### config.mk
export PLATFORM = sky130hd
export DESIGN_NAME = sram_sample_streamer
export DESIGN_NICKNAME = d
export VERILOG_FILES = /design/src/rtl/sram_sample_streamer.sv
export SDC_FILE = /design/constraint.sdc
export NUM_CORES = 1
export LEC_CHECK = 0
export BUFFER_PORTS_ARGS = -buffer_cell sky130_fd_sc_hd__buf_4
export CAP_MARGIN = 20
export CORE_UTILIZATION = 51
export DETAILED_ROUTE_END_ITERATION = 10
export PLACE_DENSITY = 0.72
export SYNTH_ARGS = -nofsm -noshare
export SYNTH_HDL_FRONTEND = slang
export SYNTH_SLANG_ARGS = --single-unit
### constraint.sdc
create_clock -name Clk -period 2.7 [get_ports Clk]
set_input_delay 0.675 -clock Clk [delete_from_list [all_inputs] [get_ports Clk]]
set_output_delay 0.675 -clock Clk [all_outputs]
set_load 0.05 [all_outputs]
### src/rtl/sram_sample_streamer.sv
// Streams a contiguous SRAM address window into a small prefetch FIFO and
// releases one sample per rising edge of the sample tick.
module sram_sample_streamer #(
  parameter int ADDR_W      = 20,
  parameter int DATA_W      = 16,
  parameter int WAIT_CYCLES = 2,
  parameter int FIFO_DEPTH  = 4
) (
  input  logic              Clk,
  input  logic              reset,
  input  logic              start,
  input  logic              stop,
  input  logic              loop_en,
  input  logic [ADDR_W-1:0] start_addr,
  input  logic [ADDR_W-1:0] end_addr,
  input  logic              sample_tick,
  input  logic [DATA_W-1:0] SRAM_DQ_in,
  output logic [ADDR_W-1:0] SRAM_ADDR,
  output logic              SRAM_CE_N,
  output logic              SRAM_OE_N,
  output logic              SRAM_WE_N,
  output logic              SRAM_UB_N,
  output logic              SRAM_LB_N,
  output logic [DATA_W-1:0] sample_out,
  output logic              sample_valid,
  output logic              underrun,
  output logic              busy,
  output logic              done
);

  localparam int              PTR_W     = $clog2(FIFO_DEPTH);
  localparam logic [3:0]      WAIT_LAST = 4'(WAIT_CYCLES);
  localparam logic [PTR_W:0]  FULL_CNT  = (PTR_W + 1)'(FIFO_DEPTH);

  typedef enum logic [1:0] {
    IDLE,
    FETCH,
    READ,
    DRAIN
  } state_t;

  state_t state, state_next;

  logic [ADDR_W-1:0] addr, addr_next;
  logic [ADDR_W-1:0] win_start, win_end;
  logic              loop_flag;
  logic [3:0]        wait_cnt, wait_next;
  logic              tick_q, tick_edge;
  logic              latch_window, push, pop, pop_req, flush;
  logic              underrun_next, done_next;

  logic [DATA_W-1:0] fifo_mem [FIFO_DEPTH];
  logic [PTR_W-1:0]  wr_ptr, rd_ptr;
  logic [PTR_W:0]    count;
  logic              fifo_empty, fifo_full;

  assign fifo_empty = (count == '0);
  assign fifo_full  = (count == FULL_CNT);
  assign tick_edge  = sample_tick & ~tick_q;

  // SRAM pins decode from registered state only.
  assign SRAM_ADDR = addr;
  assign SRAM_CE_N = !((state == FETCH) || (state == READ));
  assign SRAM_OE_N = (state != READ);
  assign SRAM_WE_N = 1'b1;
  assign SRAM_UB_N = 1'b0;
  assign SRAM_LB_N = 1'b0;
  assign busy      = (state != IDLE);

  always_ff @(posedge Clk) begin
    if (reset) state <= IDLE;
    else       state <= state_next;
  end

  always_comb begin
    // NOTE: every signal gets a default here so no path through the case can infer a latch.
    state_next   = state;
    addr_next    = addr;
    wait_next    = '0;
    latch_window = 1'b0;
    push         = 1'b0;
    flush        = 1'b0;
    case (state)
      IDLE: begin
        if (start && !stop) begin
          latch_window = 1'b1;
          addr_next    = start_addr;
          state_next   = FETCH;
        end
      end
      FETCH: begin
        if (!fifo_full) state_next = READ;
      end
      READ: begin
        if (wait_cnt == WAIT_LAST) begin
          push = 1'b1;
          if (addr != win_end) begin
            addr_next  = addr + 1'b1;
            state_next = FETCH;
          end else if (loop_flag) begin
            addr_next  = win_start;
            state_next = FETCH;
          end else begin
            state_next = DRAIN;
          end
        end else begin
          wait_next = wait_cnt + 1'b1;
        end
      end
      DRAIN: begin
        if (fifo_empty) state_next = IDLE;
      end
      default: state_next = IDLE;
    endcase

    // Stop wins over everything: drop the in-flight read and empty the FIFO.
    if (stop && (state != IDLE)) begin
      state_next = IDLE;
      addr_next  = addr;
      wait_next  = '0;
      push       = 1'b0;
      flush      = 1'b1;
    end
  end

  assign pop_req       = tick_edge && (state != IDLE) && !stop;
  assign pop           = pop_req && !fifo_empty;
  assign underrun_next = pop_req && fifo_empty;
  assign done_next     = (state == DRAIN) && fifo_empty && !stop;

  always_ff @(posedge Clk) begin
    if (reset) begin
      addr         <= '0;
      win_start    <= '0;
      win_end      <= '0;
      loop_flag    <= 1'b0;
      wait_cnt     <= '0;
      tick_q       <= 1'b0;
      wr_ptr       <= '0;
      rd_ptr       <= '0;
      count        <= '0;
      sample_out   <= '0;
      sample_valid <= 1'b0;
      underrun     <= 1'b0;
      done         <= 1'b0;
    end else begin
      // NOTE: state registers use non-blocking assignments so every flop samples pre-edge values.
      addr         <= addr_next;
      wait_cnt     <= wait_next;
      tick_q       <= sample_tick;
      sample_valid <= pop;
      underrun     <= underrun_next;
      done         <= done_next;
      if (latch_window) begin
        win_start <= start_addr;
        win_end   <= end_addr;
        loop_flag <= loop_en;
      end
      if (flush) begin
        wr_ptr <= '0;
        rd_ptr <= '0;
        count  <= '0;
      end else begin
        if (push) wr_ptr <= wr_ptr + 1'b1;
        if (pop) begin
          rd_ptr     <= rd_ptr + 1'b1;
          sample_out <= fifo_mem[rd_ptr];
        end
        case ({push, pop})
          2'b10:   count <= count + 1'b1;
          2'b01:   count <= count - 1'b1;
          default: count <= count;
        endcase
      end
    end
  end

  // NOTE: FIFO storage is not reset; the count and pointers alone define what is valid.
  always_ff @(posedge Clk) begin
    if (push) fifo_mem[wr_ptr] <= SRAM_DQ_in;
  end

endmodule

# After elaboration in Yosys (flattened, before gate mapping)
# Memory sizes are Yosys's and may differ from the RTL's. A register that Yosys moved wholly into a read port is not among the register bits.
# Cells that the tools add are included.
# word_totals
regBits,78
ram_bits,64
in_bits,62
output_inout_bits,45
elab_cells,83
memories,1
# mem_list
memory,words,word_bits,read_ports,rd_ports_with_merged_regs,write_ports,line_no,text
fifo_mem,4,16,1,1,1,52,logic [DATA_W-1:0] fifo_mem [FIFO_DEPTH];
# op_classes
addsub,6
eq_ne,14
muxes,21
bitwise_logic,5
n_reduce_logical,23
# ops
operator,n
20-bit 2-to-1 mux,4
20-bit case mux with 2 select lines,1
"20-bit by 1-bit adder with 20-bit output, second input constant",1
20-bit != test,1
2-bit 2-to-1 mux,6
1-bit logical AND,8
1-bit 2-to-1 mux,8
"2-bit != test, second input constant",4
2-bit case mux with 4 select lines,1
"2-bit equality test, second input constant",3
3-bit case mux with 2 select lines,1
2-bit nonzero test,3
5-bit AND reduction,1
"2-bit by 1-bit adder with 2-bit output, second input constant",2
"4-bit by 1-bit adder with 4-bit output, second input constant",1
"2-bit by 1-bit equality test with 1-bit output, second input constant",2
"4-bit by 2-bit equality test with 1-bit output, second input constant",1
1-bit inverter,4
4-bit AND reduction,1
2-bit OR reduction,2
4-bit OR reduction,1
"3-bit by 1-bit adder with 3-bit output, second input constant",1
"3-bit equality test, second input constant",1
1-bit logical NOT,3
other kinds (8),8

# Depth between registers and ports, before layout
# Gate-level depths: netlist of the first run.
# depth
word_depth,7
ltp_mapped,13
ltp_nobuf,12

# Least setup slack after synthesis of the first run
# OpenSTA, ideal clock, no wires.
# synth_path
path_type,input port to flip-flop
from,input port stop
to,register count[2]
setup_time_ns,0.073
t_arrival_ns,2.855
required_time_ns,2.627
path_slack_ns,-0.228
stages,11
path_buffers,2
cell_sequence,clkbuf_1 -> nor3_1 -> nand3_1 -> inv_2 -> buf_2 -> ha_1 -> inv_1 -> fa_1 -> xor2_1 -> or3_1 -> a21oi_1
# synth_via
elab_chain_len,5
elab_cells_between_ends,11
cone_classes,eq/ne: 2; mux: 3; reduce/logical: 6
# synth_lines
item,line_no,text
start: declaration,12,"input logic stop,"
1-bit logical NOT (*),126,assign pop_req = tick_edge && (state != IDLE) && !stop;
1-bit logical AND (*),126,
1-bit logical AND (*),127,assign pop = pop_req && !fifo_empty;
named net pop,49,"logic latch_window, push, pop, pop_req, flush;"
2-bit by 1-bit equality test with 1-bit output or 2-bit equality test (tied branches),169,"case ({push, pop})"
3-bit case mux with 2 select lines or 2-bit nonzero test (tied branches),n/a,
end signal: assignment,170,2'b10: count <= count + 1'b1;
end signal: assignment,171,2'b01: count <= count - 1'b1;
end signal: assignment,172,default: count <= count;
end: declaration,54,logic [PTR_W:0] count;
# Mark *: on every way through the listed nets, which the timed path passes. The rest lies on a longest branch.
# A chain may end at the register's enable or synchronous reset.

# Worst setup path after layout of the first run
# layout_path
from,register state[0]
to,output port SRAM_OE_N
# layout_via
elab_chain_len,1
# layout_lines
item,line_no,text
start: declaration,42,"state_t state, state_next;"
start signal: assignment,72,else state <= state_next;
2-bit != test,64,assign SRAM_OE_N = (state != READ);
end: declaration,20,"output logic SRAM_OE_N,"
# Every way passes these cells.

==> results of run 1 <==
-- flip-flops by register name (all words and copies together) (netlist names), 2 cells and up --
register	flops
state	2
count	3
rd_ptr	2
sample_out	16
wait_cnt	4
wr_ptr	2
win_start	20
fifo_mem	64
SRAM_ADDR	20
win_end	20
-- power by group --
group | switching, mW | total, mW | internal, mW
clock network | 1.03 | 2.42 | 1.39
registers | 0.183 | 2.81 | 2.63
logic | 1.14 | 1.71 | 0.572
-- layout by cell type, fill, tap and decap left out, types with 7 or more instances in the layout --
| master | Yosys | final |
|---|---|---|
| a21oi_1 | 78 | 78 |
| a21oi_2 | 10 | 10 |
| a31oi_1 | 7 | 7 |
| buf_4 | 5 | 127 |
| clkbuf_16 | 0 | 17 |
| dfxtp_1 | 94 | 94 |
| edfxtp_1 | 64 | 64 |
| ha_1 | 13 | 13 |
| inv_1 | 17 | 17 |
| mux4_2 | 16 | 16 |
| nand2_1 | 126 | 126 |
| nand3_1 | 14 | 13 |
| nor2_1 | 20 | 20 |
| o211ai_1 | 13 | 13 |
| o21ai_0 | 31 | 31 |
| or3_1 | 7 | 7 |
| xor2_1 | 33 | 33 |
-- final timing paths --
check / start / endpoint / slack, ps / depth (start not counted)
setup / recovery: state[0]$_SDFFE_PP0P_ / SRAM_OE_N / 140 / 6
hold / removal: reset / tick_q$_SDFF_PP0_ / 430 / 2
setup reg to reg: state[1]$_SDFFE_PP0P_ / count[2]$_SDFFE_PP0P_ / 250 / 11
hold reg to reg: sample_out[11]$_SDFFE_PP0P_ / sample_out[11]$_SDFFE_PP0P_ / 460 / 2
-- kinds of logic after synthesis --
| kind of cell | after synthesis | synth area share, % |
|---|---|---|
| adders and majority gates | 14 | 2.61 |
| buffers and inverters | 62 | 4.26 |
| and+or+nand+nor | 207 | 13.5 |
| other | 2 | 0.107 |
| DFF | 158 | 54.4 |
| muxes | 18 | 5.44 |
| AOI/OAI and AO/OA | 163 | 14.8 |
| xor gates and xnor gates | 39 | 4.88 |
-- per-layer routing --
| layer | wire length [um] | part of all wire (%) | track usage [%] | up-vias |
|---|---|---|---|---|
| li1 | - | - | - | 2575 |
| met1 | 6700 | 40 | 29.3 | 2572 |
| met2 | 8460 | 51 | 41.5 | 219 |
| met3 | 1030 | 6.2 | 6.03 | 34 |
| met4 | 394 | 2.4 | 10.4 | 0 |
| met5 | 0 | 0 | 0 | - |
-- cell usage after synthesis (2+ instances only) --
cell type	n	area, um2
nor4_1	3	18.8
inv_1	17	63.8
nor3_1	8	40.0
clkbuf_1	23	86.3
nand2_1	126	473
or4_1	2	15.0
xnor2_1	6	52.6
nor2_1	20	75.1
a21oi_2	10	87.6
and2_1	6	37.5
nand3_1	14	70.1
o32ai_2	2	32.5
nand4_1	5	31.3
mux2i_1	2	20.0
nor4_2	2	25.0
a211oi_1	4	30.0
o21ai_0	31	155
a211o_1	3	26.3
dfxtp_1	94	1880
ha_1	13	163
o311a_1	3	30.0
buf_2	9	45.0
a21oi_1	78	390
o211ai_1	13	97.6
edfxtp_1	64	1920
and3_1	6	37.5
a31oi_1	7	43.8
or3_1	7	43.8
buf_1	3	11.3
conb_1	2	7.51
mux4_2	16	360
xor2_1	33	289
o32ai_1	3	26.3
buf_4	5	37.5
-- through the flow --
stage,power [mW],cell area (um2),instances,util [%]
after floorplan,4.01,7020,664,-
after global placement,4.51,7980,926,60.0
after detailed placement,4.53,7980,926,60.0
final,6.95,8600,958,64.7
after global routing,7.24,8600,958,64.7
after CTS,6.96,8590,958,64.6
-- what timing repair did --
item | in CTS | in global routing
cloned | 0 | 0
endpoints found under the hold margin | 0 | 0
gates resized for setup | 1 | 4
hold buffers | 0 | 0
setup endpoints to repair | 1 | 3
-- critical path, delay by kind of cell, from the launching register on --
kind                     cells  cell delay (ps)
buffers and inverters        5              900
flip-flops                   1              330
adder cells (fa/ha/maj)      1              220
-- layout make-up --
cell class	count	area (um2)
fill	1039	4690
sequential	158	3800
multi-input combinational	444	2920
timing repair buffer	129	983
clock buffer	17	425
tap	176	220
clock inverter	15	179
inverter	19	73.8
==> results_dict.tcl, run 1 <==
set metrics [dict create \
    postSynthAreaPerCell_um2 10.5 \
    die_area_um2 14200 \
    cp.required_ps 2030 \
    clk_pin_slew_ps 60 \
    cts_buffers 17 \
    worstMarginPinSlew_ps 822 \
    maxCapViolCount 0 \
    num_rows 42 \
    tns_ps 0 \
    async_flop_share_pct 0 \
    io_buffers 103 \
    syn_area_um2 6990 \
    io_pins 107 \
    post_cts_buffers 0 \
    power_per_cell_area_nw_per_um2 808 \
    peakVddDrop_v 0.000589 \
    rsz0062_at_grt "false" \
    insertion_delay_ps 430 \
    crit_type "reg2out" \
    whs_ps 433 \
    drt-wirelength-per-cell_um 17.3 \
    grt_pass1_wl_um 26100 \
    synth_edf_count 64 \
    antenna_found_initial 0 \
    ant_nets 0 \
    cp.arrival_ps 1890 \
    grt_max_degree 67 \
    drive_above_1_share_pct 26.3 \
    fmax_mhz 390 \
    ys_ff_latch 158 \
    dp_slack_ps 134 \
    maxSlewViolCount 0 \
    die_h_um 119 \
    core-area_um2 13300 \
    crit_fanout 28 \
    gp_congestion 0.904 \
    first_pass_iters 5 \
    cts.sinks 158 \
    cp_common_cell "buf_8" \
    syn_inst 663 \
    via_per_inst 5.64 \
    drc 0 \
    ys_types 57 \
    path_cells "inv_1 > ha_1 > buf_8 > clkinv_1 > buf_8 > buf_4" \
    finalWorstPathRequiredPeriod_ps 2560 \
    first_iter_violations 376 \
    antenna_cells 0 \
    timing.final.ws_setup_ps 135 \
    cp-start-kind "flip-flop" \
    area_growth_pct 23.0 \
    p_leak_nw 3.24 \
    first_global_vias 5203 \
    setup_viol 0 \
    wl_um 16600 \
    cp_slowest_cell "dfxtp_1" \
    initial_core_util_pct 52.6 \
    finClkSkew_ps 13.3 \
    status "complete, no violations" \
    synth-main-ff-cell "dfxtp_1" \
    clockBufferDepth 2 \
    dp_hpwl_um 11100 \
    yosysWarnings 0 \
    cts-root-buf "clkbuf_16" \
    overflow 0 \
    fin_nets 845 \
    cts_tree "built" \
    hp-class "in2reg" \
    cpPeakStageDelay_ps 330 \
    cts-htree-levels 4 \
    period_share_pct 95.0 \
    vias 5400 \
    synth_seq_area_share_pct 54.4 \
    die_w_um 119 \
    endpoint_kind "output pin" \
    grt_use_total_pct 24.4 \
    relSlewSlack_pct 45.1 \
    finalHoldViolations 0 \
]
No activity file was read; power rests on OpenSTA's default activity.
==> inputs of run 2 (changes only) <==
--- a/config.mk
+++ b/config.mk
@@ -5,9 +5,10 @@
 export SDC_FILE = /design/constraint.sdc
 export NUM_CORES = 1
 export LEC_CHECK = 0
+export ABC_AREA = 1
 export BUFFER_PORTS_ARGS = -buffer_cell sky130_fd_sc_hd__buf_4
 export CAP_MARGIN = 20
-export CORE_UTILIZATION = 51
+export CORE_UTILIZATION = 52
 export DETAILED_ROUTE_END_ITERATION = 10
 export PLACE_DENSITY = 0.72
 export SYNTH_ARGS = -nofsm -noshare
==> results_dict.tcl, run 2 <==
set metrics [dict create \
    grt_pass1_wl_um 27000 \
    cp-start-kind "flip-flop" \
    hp-class "in2reg" \
    core-area_um2 13900 \
    cts_resized 0 \
    die_h_um 122 \
    p_leak_nw 3.78 \
    overflow 0 \
    yosysMostFrequentCell "nand2_1" \
    relSlewSlack_pct 41.5 \
    rsz0062_at_grt "false" \
    initial_core_util_pct 53.3 \
    period_share_pct 89.3 \
    worstMarginPinSlew_ps 876 \
    cp.required_ps 2030 \
    antenna_found_initial 0 \
    peakVddDrop_v 0.000505 \
    first_pass_iters 5 \
    fmax_mhz 415 \
    multi_input_area_um2 3030 \
    drt-wirelength-per-cell_um 14.0 \
    synth.area.top_cells "edfxtp_1, dfxtp_1, nand2_1" \
    synth_seq_area_share_pct 51.2 \
    synth_edf_count 64 \
    whs_ps 422 \
    io_pins 107 \
    syn_area_um2 7430 \
    finClkSkew_ps 7.49 \
    power_per_cell_area_nw_per_um2 787 \
    first_global_vias 5586 \
    yosysWarnings 0 \
    path_cells "inv_1 > ha_1 > inv_1 > buf_4 > buf_4" \
    cp_top_family "buffers and inverters" \
    cts.sinks 158 \
    first_iter_violations 369 \
    post_cts_buffers 0 \
    num_rows 43 \
    cp.arrival_ps 1740 \
    syn_inst 923 \
    antenna_cells 0 \
    die_w_um 122 \
    synth_top_area_share_pct 25.9 \
    final_cell_mix "nand2_1, nor2_1, buf_4" \
    async_flop_share_pct 0 \
    synth-main-ff-cell "dfxtp_1" \
    regMostFlops "fifo_mem" \
    via_per_inst 5.08 \
    yosys.area.top_type "edfxtp_1" \
    die_area_um2 14800 \
    drive_above_1_share_pct 18.0 \
    area_growth_pct 19.6 \
    postSynthAreaPerCell_um2 8.05 \
    ant_nets 0 \
    maxCapViolCount 0 \
    dp_hpwl_um 11100 \
    endpoint_kind "output pin" \
    io_buffers 103 \
    cts-root-buf "clkbuf_16" \
    cts_tree "built" \
    seqCellArea_um2 3800 \
    fillers 1240 \
    fin_nets 1091 \
    largest_reg_flops 64 \
    gp_congestion 0.885 \
    wl_um 16900 \
    insertion_delay_ps 430 \
    status "complete, no violations" \
    synthTopCellsByCount "nand2_1, nor2_1, o21ai_0" \
    vias 6133 \
    cts-htree-levels 4 \
    cp_slowest_cell "dfxtp_1" \
    finalHoldViolations 0 \
    maxSlewViolCount 0 \
    path_buf_inv 4 \
    crit_fanout 23 \
    cpPeakStageDelay_ps 370 \
    cts_buffers 17 \
    tns_ps 0 \
    grt_max_degree 83 \
    ys_ff_latch 158 \
    setup_viol 0 \
    finalWorstPathRequiredPeriod_ps 2410 \
    final_common_cell "nand2_1" \
    clk_pin_slew_ps 70 \
    clockBufferDepth 2 \
    drc 0 \
    grt_use_total_pct 24.0 \
    total_power_mw 6.99 \
    ys_types 35 \
    hold_buffers 0 \
    crit_type "reg2out" \
]
-- run 2: cell types whose count changed after synthesis, sizes merged, moves of 6 or more --
cell	delta
nor2	+139
inv	+82
o21ai	+67
nand3	+52
nand2	+44
a21oi	-37
xor2	-18
mux4	-16
o211ai	-13
a31oi	+9
and3	-7
or3	-7
and2	-6
-- run 2: cell families after synthesis --
group / Yosys count / share of synthesized area [%]
simple gates: 409 / 23.6
buf+inv: 148 / 8.20
other cells: 2 / 0.101
xor+xnor: 23 / 2.71
flops: 158 / 51.2
compound gates: 169 / 11.7
fa+ha+maj: 14 / 2.46
-- run 2: where the power goes --
| group | switching, mW | internal [mW] |
|---|---|---|
| logic | 1.22 | 0.592 |
| clock network | 0.986 | 1.32 |
| registers | 0.201 | 2.67 |
-- run 2: through the flow --
| stage | area (um2) | setup slack [ps] | util (%) | instances |
|---|---|---|---|---|
| floorplan | 7430 | 39.5 | - | 924 |
| global placement | 8320 | 223 | 59.7 | 1176 |
| detailed placement | 8320 | 193 | 59.7 | 1176 |
| CTS | 8890 | 270 | 63.8 | 1208 |
| global route | 8890 | 82.7 | 63.8 | 1208 |
| finish | 8890 | 288 | 63.8 | 1208 |
-- run 2: area by class of cell --
| class | count | area share (%) |
|---|---|---|
| clock inverter | 12 | 1.24 |
| tap | 180 | 2.53 |
| clock buffer | 20 | 5.14 |
| multi-input combinational | 618 | 34.1 |
| inverter | 103 | 4.35 |
| sequential | 158 | 42.8 |
| timing repair buffer | 117 | 9.88 |
-- run 2: layer usage --
| metal | vias up | part of all wire [%] | global-route usage, % |
|---|---|---|---|
| li1 | 3173 | - | - |
| met1 | 2796 | 44 | 30.1 |
| met2 | 137 | 49 | 40.6 |
| met3 | 27 | 4.5 | 4.54 |
| met4 | 0 | 1.9 | 10.0 |
| met5 | - | 0 | 0 |
-- run 2: final timing paths --
kind                             startpoint                         to  slack (ps)  cells after the start
setup reg to reg      state[0]$_SDFFE_PP0P_      count[2]$_SDFFE_PP0P_         300                     12
setup / recovery      state[0]$_SDFFE_PP0P_                  SRAM_OE_N         290                      5
hold reg to reg   win_start[5]$_SDFFE_PP0P_  win_start[5]$_SDFFE_PP0P_         440                      2
hold / removal                         stop            done$_SDFF_PP0_         420                      2
